$ cat config.mk
export PLATFORM = sky130hd
export DESIGN_NAME = icache_assoc
export DESIGN_NICKNAME = d
export VERILOG_FILES = /design/src/rtl/icache_assoc.sv
export SDC_FILE = /design/constraint.sdc
export NUM_CORES = 2
export LEC_CHECK = 0
export CAP_MARGIN = 20
export CORE_UTILIZATION = 55
export CTS_BUF_LIST = sky130_fd_sc_hd__clkbuf_8 sky130_fd_sc_hd__clkbuf_16
export DETAILED_ROUTE_END_ITERATION = 6
export DONT_BUFFER_PORTS = 1
export PLACE_DENSITY = 0.7
export SYNTH_ARGS = -nofsm -noshare
export SYNTH_HDL_FRONTEND = slang
export SYNTH_SLANG_ARGS = --single-unit
$ cat constraint.sdc
create_clock -name CLK -period 15.55 [get_ports CLK]
set_input_delay 1.555 -clock CLK [delete_from_list [all_inputs] [get_ports CLK]]
set_output_delay 1.555 -clock CLK [all_outputs]
set_load 0.02 [all_outputs]
$ cat src/rtl/icache_assoc.sv
// icache_assoc: set-associative instruction cache (1 or 2 ways, multi-word blocks)
// with LRU replacement, a flush input and a sequential refill FSM that yields the
// memory port to the data cache whenever dREN or dWEN is high.
// Optional feature macro: ICACHE_STATS_EN builds the hit/miss statistics counters;
// without it hit_count and miss_count are tied to zero.
`timescale 1ns/1ps
module icache_assoc #(
    parameter int SETS  = 8,
    parameter int WAYS  = 2,
    parameter int WORDS = 2
) (
    input  logic        CLK,
    input  logic        RST,
    input  logic        imemREN,
    input  logic [31:0] imemaddr,
    input  logic        flush,
    input  logic        dREN,
    input  logic        dWEN,
    output logic        ihit,
    output logic [31:0] imemload,
    output logic        iREN,
    output logic [31:0] iaddr,
    input  logic        iwait,
    input  logic [31:0] iload,
    output logic [31:0] hit_count,
    output logic [31:0] miss_count
);
    localparam int OFF_B = $clog2(WORDS);
    localparam int IDX_B = $clog2(SETS);
    localparam int TAG_B = 30 - OFF_B - IDX_B;
    localparam int OFF_W = (OFF_B > 0) ? OFF_B : 1;
    localparam int BLK_W = WORDS * 32;
    // Index of the second way; collapses to way 0 when the cache is direct-mapped
    localparam logic WAY1 = (WAYS == 2);

    typedef logic [OFF_B:0]   wc_t;   // word offset plus a done/carry bit
    typedef logic [OFF_W-1:0] off_t;
    typedef logic [IDX_B-1:0] idx_t;
    typedef logic [TAG_B-1:0] tag_t;
    typedef enum logic {IDLE, REFILL} state_t;

    localparam wc_t         LAST_WC  = wc_t'(WORDS - 1);
    localparam logic [31:0] BLK_MASK = 32'(WORDS * 4 - 1);

    state_t           state;
    wc_t              wc;
    logic [31:0]      base;
    logic             victim;
    logic [SETS-1:0]  valid [WAYS];
    logic [SETS-1:0]  lru;            // per set: way to evict next
    tag_t             tag_mem  [WAYS][SETS];
    logic [BLK_W-1:0] data_mem [WAYS][SETS];
    logic [BLK_W-1:0] fill_buf;

    off_t req_off;
    idx_t req_idx;
    tag_t req_tag;
    idx_t ref_idx;
    tag_t ref_tag;

    logic hit_w0, hit_w1, any_hit, hit_way, lookup, miss, victim_sel;
    logic ren, accept, last;
    logic [BLK_W-1:0] install_blk;

    assign req_off = off_t'((imemaddr >> 2) & 32'(WORDS - 1));
    assign req_idx = idx_t'(imemaddr >> (2 + OFF_B));
    assign req_tag = tag_t'(imemaddr >> (2 + OFF_B + IDX_B));
    assign ref_idx = idx_t'(base >> (2 + OFF_B));
    assign ref_tag = tag_t'(base >> (2 + OFF_B + IDX_B));

    // Lookup: tag compare in both ways, hit word mux and victim choice for a miss
    always_comb begin
        hit_w0   = valid[0][req_idx] && (tag_mem[0][req_idx] == req_tag);
        hit_w1   = WAY1 && valid[WAY1][req_idx] && (tag_mem[WAY1][req_idx] == req_tag);
        any_hit  = hit_w0 || hit_w1;
        hit_way  = WAY1 & hit_w1 & ~hit_w0;
        lookup   = imemREN && !flush && (state == IDLE);
        ihit     = lookup && any_hit;
        miss     = lookup && !any_hit;
        imemload = ihit ? data_mem[hit_way][req_idx][{req_off, 5'd0} +: 32] : 32'd0;
        if (!valid[0][req_idx])
            victim_sel = 1'b0;
        else if (!valid[WAY1][req_idx])
            victim_sel = WAY1;
        else
            victim_sel = WAY1 & lru[req_idx];
    end

    // Refill port: request the next block word unless the data cache owns memory
    always_comb begin
        ren         = (state == REFILL) && !dREN && !dWEN;
        accept      = ren && !iwait;
        last        = accept && (wc == LAST_WC);
        iREN        = ren;
        iaddr       = ren ? (base | ((32'(wc) & 32'(WORDS - 1)) << 2)) : 32'd0;
        install_blk = fill_buf;
        install_blk[BLK_W-32 +: 32] = iload;
    end

    // Control: FSM, word counter, valid and LRU bits (reset beats flush beats install)
    always_ff @(posedge CLK) begin
        if (RST) begin
            state <= IDLE;
            wc    <= '0;
            lru   <= '0;
            for (int w = 0; w < WAYS; w++) valid[w] <= '0;
        end else if (flush) begin
            state <= IDLE;
            wc    <= '0;
            lru   <= '0;
            for (int w = 0; w < WAYS; w++) valid[w] <= '0;
        end else begin
            case (state)
                IDLE: begin
                    if (ihit)
                        lru[req_idx] <= ~hit_way;
                    if (miss) begin
                        state  <= REFILL;
                        base   <= imemaddr & ~BLK_MASK;
                        victim <= victim_sel;
                        wc     <= '0;
                    end
                end
                REFILL: begin
                    if (accept)
                        wc <= wc + wc_t'(1);
                    if (last) begin
                        valid[victim][ref_idx] <= 1'b1;
                        lru[ref_idx]           <= ~victim;
                        state                  <= IDLE;
                    end
                end
                default: state <= IDLE;
            endcase
        end
    end

    // Datapath: gather refill words, then write tag and whole block into the victim way
    always_ff @(posedge CLK) begin
        if (accept)
            fill_buf[{off_t'(wc), 5'd0} +: 32] <= iload;
        if (last && !flush) begin
            tag_mem[victim][ref_idx]  <= ref_tag;
            data_mem[victim][ref_idx] <= install_blk;
        end
    end

`ifdef ICACHE_STATS_EN
    // Statistics: one hit per ihit cycle, one miss per IDLE->REFILL transition
    always_ff @(posedge CLK) begin
        if (RST) begin
            hit_count  <= '0;
            miss_count <= '0;
        end else begin
            if (ihit)
                hit_count <= hit_count + 32'd1;
            if (miss)
                miss_count <= miss_count + 32'd1;
        end
    end
`else
    assign hit_count  = '0;
    assign miss_count = '0;
`endif

endmodule

==> impl_summary.md <==
Global route
The number of global-route vias before repair is 31678. Global routing used a little over a quarter of the available tracks. Entering global routing, the biggest net connects around 170 pins. The initial antenna violation count was 2.

The total global routing overflow is 0. The first global-routing pass estimated between 200000 and 250000 µm of wire.

Synthesis
The average cell area after synthesis is 16.6 µm². The distinct cell type count of the synthesized netlist is 73. In this run, synthesis produced a sequential element count of between 1500 and 2000.

The share of synthesized area in the top cell type comes to between 70% and 80%. Yosys printed 0 warnings. The summed instance area of the synthesized netlist is ~60000 µm².

The cell accounting for the most synthesized area is sky130_fd_sc_hd__edfxtp_1. The sequential share of the synthesized area is around three quarters. Counting flops with a built-in enable in the synthesized netlist gives between 1500 and 2000. By area the synthesized netlist is led by sky130_fd_sc_hd__edfxtp_1, sky130_fd_sc_hd__mux4_2, sky130_fd_sc_hd__nand2_1. The most used flip-flop cell after synthesis is sky130_fd_sc_hd__edfxtp_1.

Synthesis produced between 3000 and 4000 cells. The proportion of register bits with asynchronous set or reset after synthesis is 0%.

Die
The die outline area is about 110000 µm². The area of the core is 108000 µm². After floorplanning, the core was divided into 120 placement rows. The top-level I/O count is approximately 200. The height of the chip is 332 µm. In this run the horizontal extent of the chip is around 330 µm. For this configuration, the core starts out at a cell density of 55.8%.

Critical path
The critical path data arrival time is approximately 8.3 ns. The kind of end point of the critical path is a primary output. Data on the critical path is required at its endpoint by between 10 and 15 ns. Along the worst path, the maximum fanout reaches approximately 160. The critical path class is in -> out.

STA classifies the critical path startpoint as an input pin.

Clock tree
The quantity of gates resized following cts is 0. After clock tree synthesis, the flow added hold-fix buffers numbering 0. The post-CTS setup-driven buffer insertion count is 0.

The deepest level of the CTS H-tree is 4. The clock transition at the registers of the reported paths is roughly 0.060 ns. The insertion delay to the later sink of the worst-skew pair is roughly 0.76 ns. The TritonCTS clock tree is yes. The tree built by TritonCTS fans out to about 1500 sinks. The deepest clock path buffer count is 3.

TritonCTS created 151 clock buffers. The root buffer cell is sky130_fd_sc_hd__clkbuf_16.

Final layout
Summing all multi-input logic gate instances after layout gives 13300 µm². Leaving out fill and tap cells, the most frequent cell in the layout is sky130_fd_sc_hd__edfxtp_1. The number of nets in the layout is around 3700. The fraction of layout cells with a size suffix above 1 is a little over an eighth. The post-route cell area is approximately 66000 µm². Across the whole layout, storage elements account for 45600 µm². The count of filler cells inserted in the layout is roughly 7600. Compared with the post-synthesis result, the final layout area differs by 9.81%. In the layout the commonest cells are sky130_fd_sc_hd__edfxtp_1, sky130_fd_sc_hd__nand2_1, sky130_fd_sc_hd__nand3_1, sky130_fd_sc_hd__clkbuf_16, sky130_fd_sc_hd__mux2i_1.

Run status
The run finished with clean final reports.

Power
Summing internal, switching and leakage power gives between 8 and 9 mW. In this run the static leakage power is approximately 21 nW. Dividing total power by cell area gives a power density of between 100 and 150 nW/µm². The worst vdd rail ir drop is between 100 and 150 µV.

Route
Once detail routing completed, the nets flagged for antenna violations numbered 0. Before antenna repair, the detailed router went through 6 iterations. Across all layers, the routed design uses 33202 vias. The post-route DRC violation count is 0.

In this run, the number of DRC markers left after iteration 0 of detailed routing was 3935. Dividing the detail-routed via count by the number of cells gives 6.44. After detailed routing, the average wire length per cell comes to just under 30 µm. The routed wire length is ~150000 µm.

STA
The post-layout minimum cycle time is 9.83 ns. The slew of the pin with the lowest slew margin is approximately 1.2 ns. The number of failing hold endpoints at the final stage is 0. The max-slew violation count is 0. Static timing analysis puts the maximum clock frequency at 102 MHz. Setup violations remaining at the end of the flow were counted as 0. After routing, the total negative slack on setup checks comes to 0 ns.

The post-route fraction of the period consumed by the critical path is approximately 63%. The clock arrives with 0.0325 ns of skew. The worst pin sits at a relative slew slack of 21.7%. Setup repair after global routing left no endpoint under its margin.

Hold path
In this run the worst hold path is classified as reg -> reg.

Flow run
Across the run, the number of max-cap violations was 0.

Place
At the end of routability-driven placement, the weighted congestion stood at around 0.85. The count of buffers from port buffering is 0. After legalization and detailed placement, the total HPWL measured just under 80000 µm.

In this run the cell area measured after placement is roughly 60000 µm².
registers in the layout (all words and copies together), names as in the netlist:
register / count
wc: 2
data_mem: 1024
state: 1
valid: 16
lru: 8
victim: 1
tag_mem: 416
fill_buf: 32
base: 29
final timing paths:
check / from / to / slack, ns / depth (start not counted)
min reg2reg: valid[1][6]$_DFF_P_ / valid[1][6]$_DFF_P_ / 0.45 / 2
min: valid[1][6]$_DFF_P_ / valid[1][6]$_DFF_P_ / 0.45 / 2
max reg2reg: state$_SDFF_PN0_ / tag_mem[1][18]$_DFFE_PP_ / 9.92 / 9
max: imemaddr[5] / imemload[21] / 5.72 / 14
layer usage:
layer / global-route usage (%) / vias up / share of wire, %
met5: 0 / - / 0.0087
met4: 8.85 / 2 / 3.0
met3: 4.66 / 287 / 9.5
met2: 43.9 / 1806 / 48
met1: 37.3 / 17032 / 39
li1: - / 14075 / -
cells by family (layout without fill, tap and decap cells):
family,count (synthesis),after routing,synth area share (%)
and+or+nand+nor,1047,1047,8.04
DFF,1529,1529,76.0
xor gates and xnor gates,18,18,0.263
buffers and inverters,276,350,2.58
AOI/OAI and AO/OA,409,409,4.74
muxes,335,335,8.33
adders and majority gates,1,1,0.0208
other,1,67,0.00625
power breakdown:
| part | switching (mW) | total, mW | internal, mW |
|---|---|---|---|
| sequential | 0.00704 | 4.50 | 4.49 |
| clock | 1.51 | 3.45 | 1.95 |
| combinational | 0.118 | 0.184 | 0.0655 |
final cells by class:
type,count,share of cell area (%)
inverters,12,0.0683
diodes,1,0.00380
flip-flops and latches,1529,69.2
clock inverters,116,1.22
clock buffers,154,5.84
repair buffers,68,0.774
multi-input cells,1876,20.2
well taps,1403,2.66
synth_stat cells (all sizes together), types with 3 or more instances:
| master | count |
|---|---|
| o221ai | 12 |
| o31ai | 16 |
| o21a | 13 |
| mux2i | 152 |
| nand4 | 61 |
| nand2b | 10 |
| nor4b | 4 |
| xnor2 | 5 |
| or4 | 4 |
| dfxtp | 27 |
| o21ai | 30 |
| buf | 163 |
| nor4 | 8 |
| or3 | 12 |
| nor2 | 71 |
| o22a | 4 |
| or2 | 4 |
| and3 | 9 |
| a21oi | 31 |
| edfxtp | 1502 |
| o211ai | 13 |
| o21bai | 3 |
| a211oi | 18 |
| xor2 | 13 |
| inv | 10 |
| mux4 | 126 |
| mux2 | 57 |
| a22oi | 41 |
| a32oi | 31 |
| and2 | 35 |
| a221oi | 7 |
| nand3b | 13 |
| nor2b | 43 |
| a31oi | 57 |
| o22ai | 107 |
| a21boi | 5 |
| nand2 | 535 |
| clkbuf | 101 |
| a21bo | 8 |
| nand3 | 208 |
| nor3 | 17 |
critical path, stage by stage:
cell and delay [ns]:
sky130_fd_sc_hd__nand2b_2 0.66, sky130_fd_sc_hd__buf_4 0.45, sky130_fd_sc_hd__o22ai_1 0.20, sky130_fd_sc_hd__nor3_1 0.40
sky130_fd_sc_hd__or2_2 0.20, sky130_fd_sc_hd__nand4b_1 0.11, sky130_fd_sc_hd__or4b_1 0.74, sky130_fd_sc_hd__and2_4 0.75
sky130_fd_sc_hd__buf_4 0.89, sky130_fd_sc_hd__buf_4 0.81, sky130_fd_sc_hd__nand2_1 0.14, sky130_fd_sc_hd__a32oi_1 0.27
sky130_fd_sc_hd__nand4_1 0.21, sky130_fd_sc_hd__o22ai_1 0.56
stage by stage:
stage                     cells  setup slack, ns  hold slack (ns)  util (%)
after floorplan            3681             8.41            0.420         -
after global routing       5159             5.60            0.488      61.2
after CTS                  5158             5.91            0.456      61.2
after global placement     4888             5.94            0.429      56.9
final                      5159             5.72            0.450      61.2
after detailed placement   4888             5.95            0.442      56.9
(Power assumes the default switching activity.)
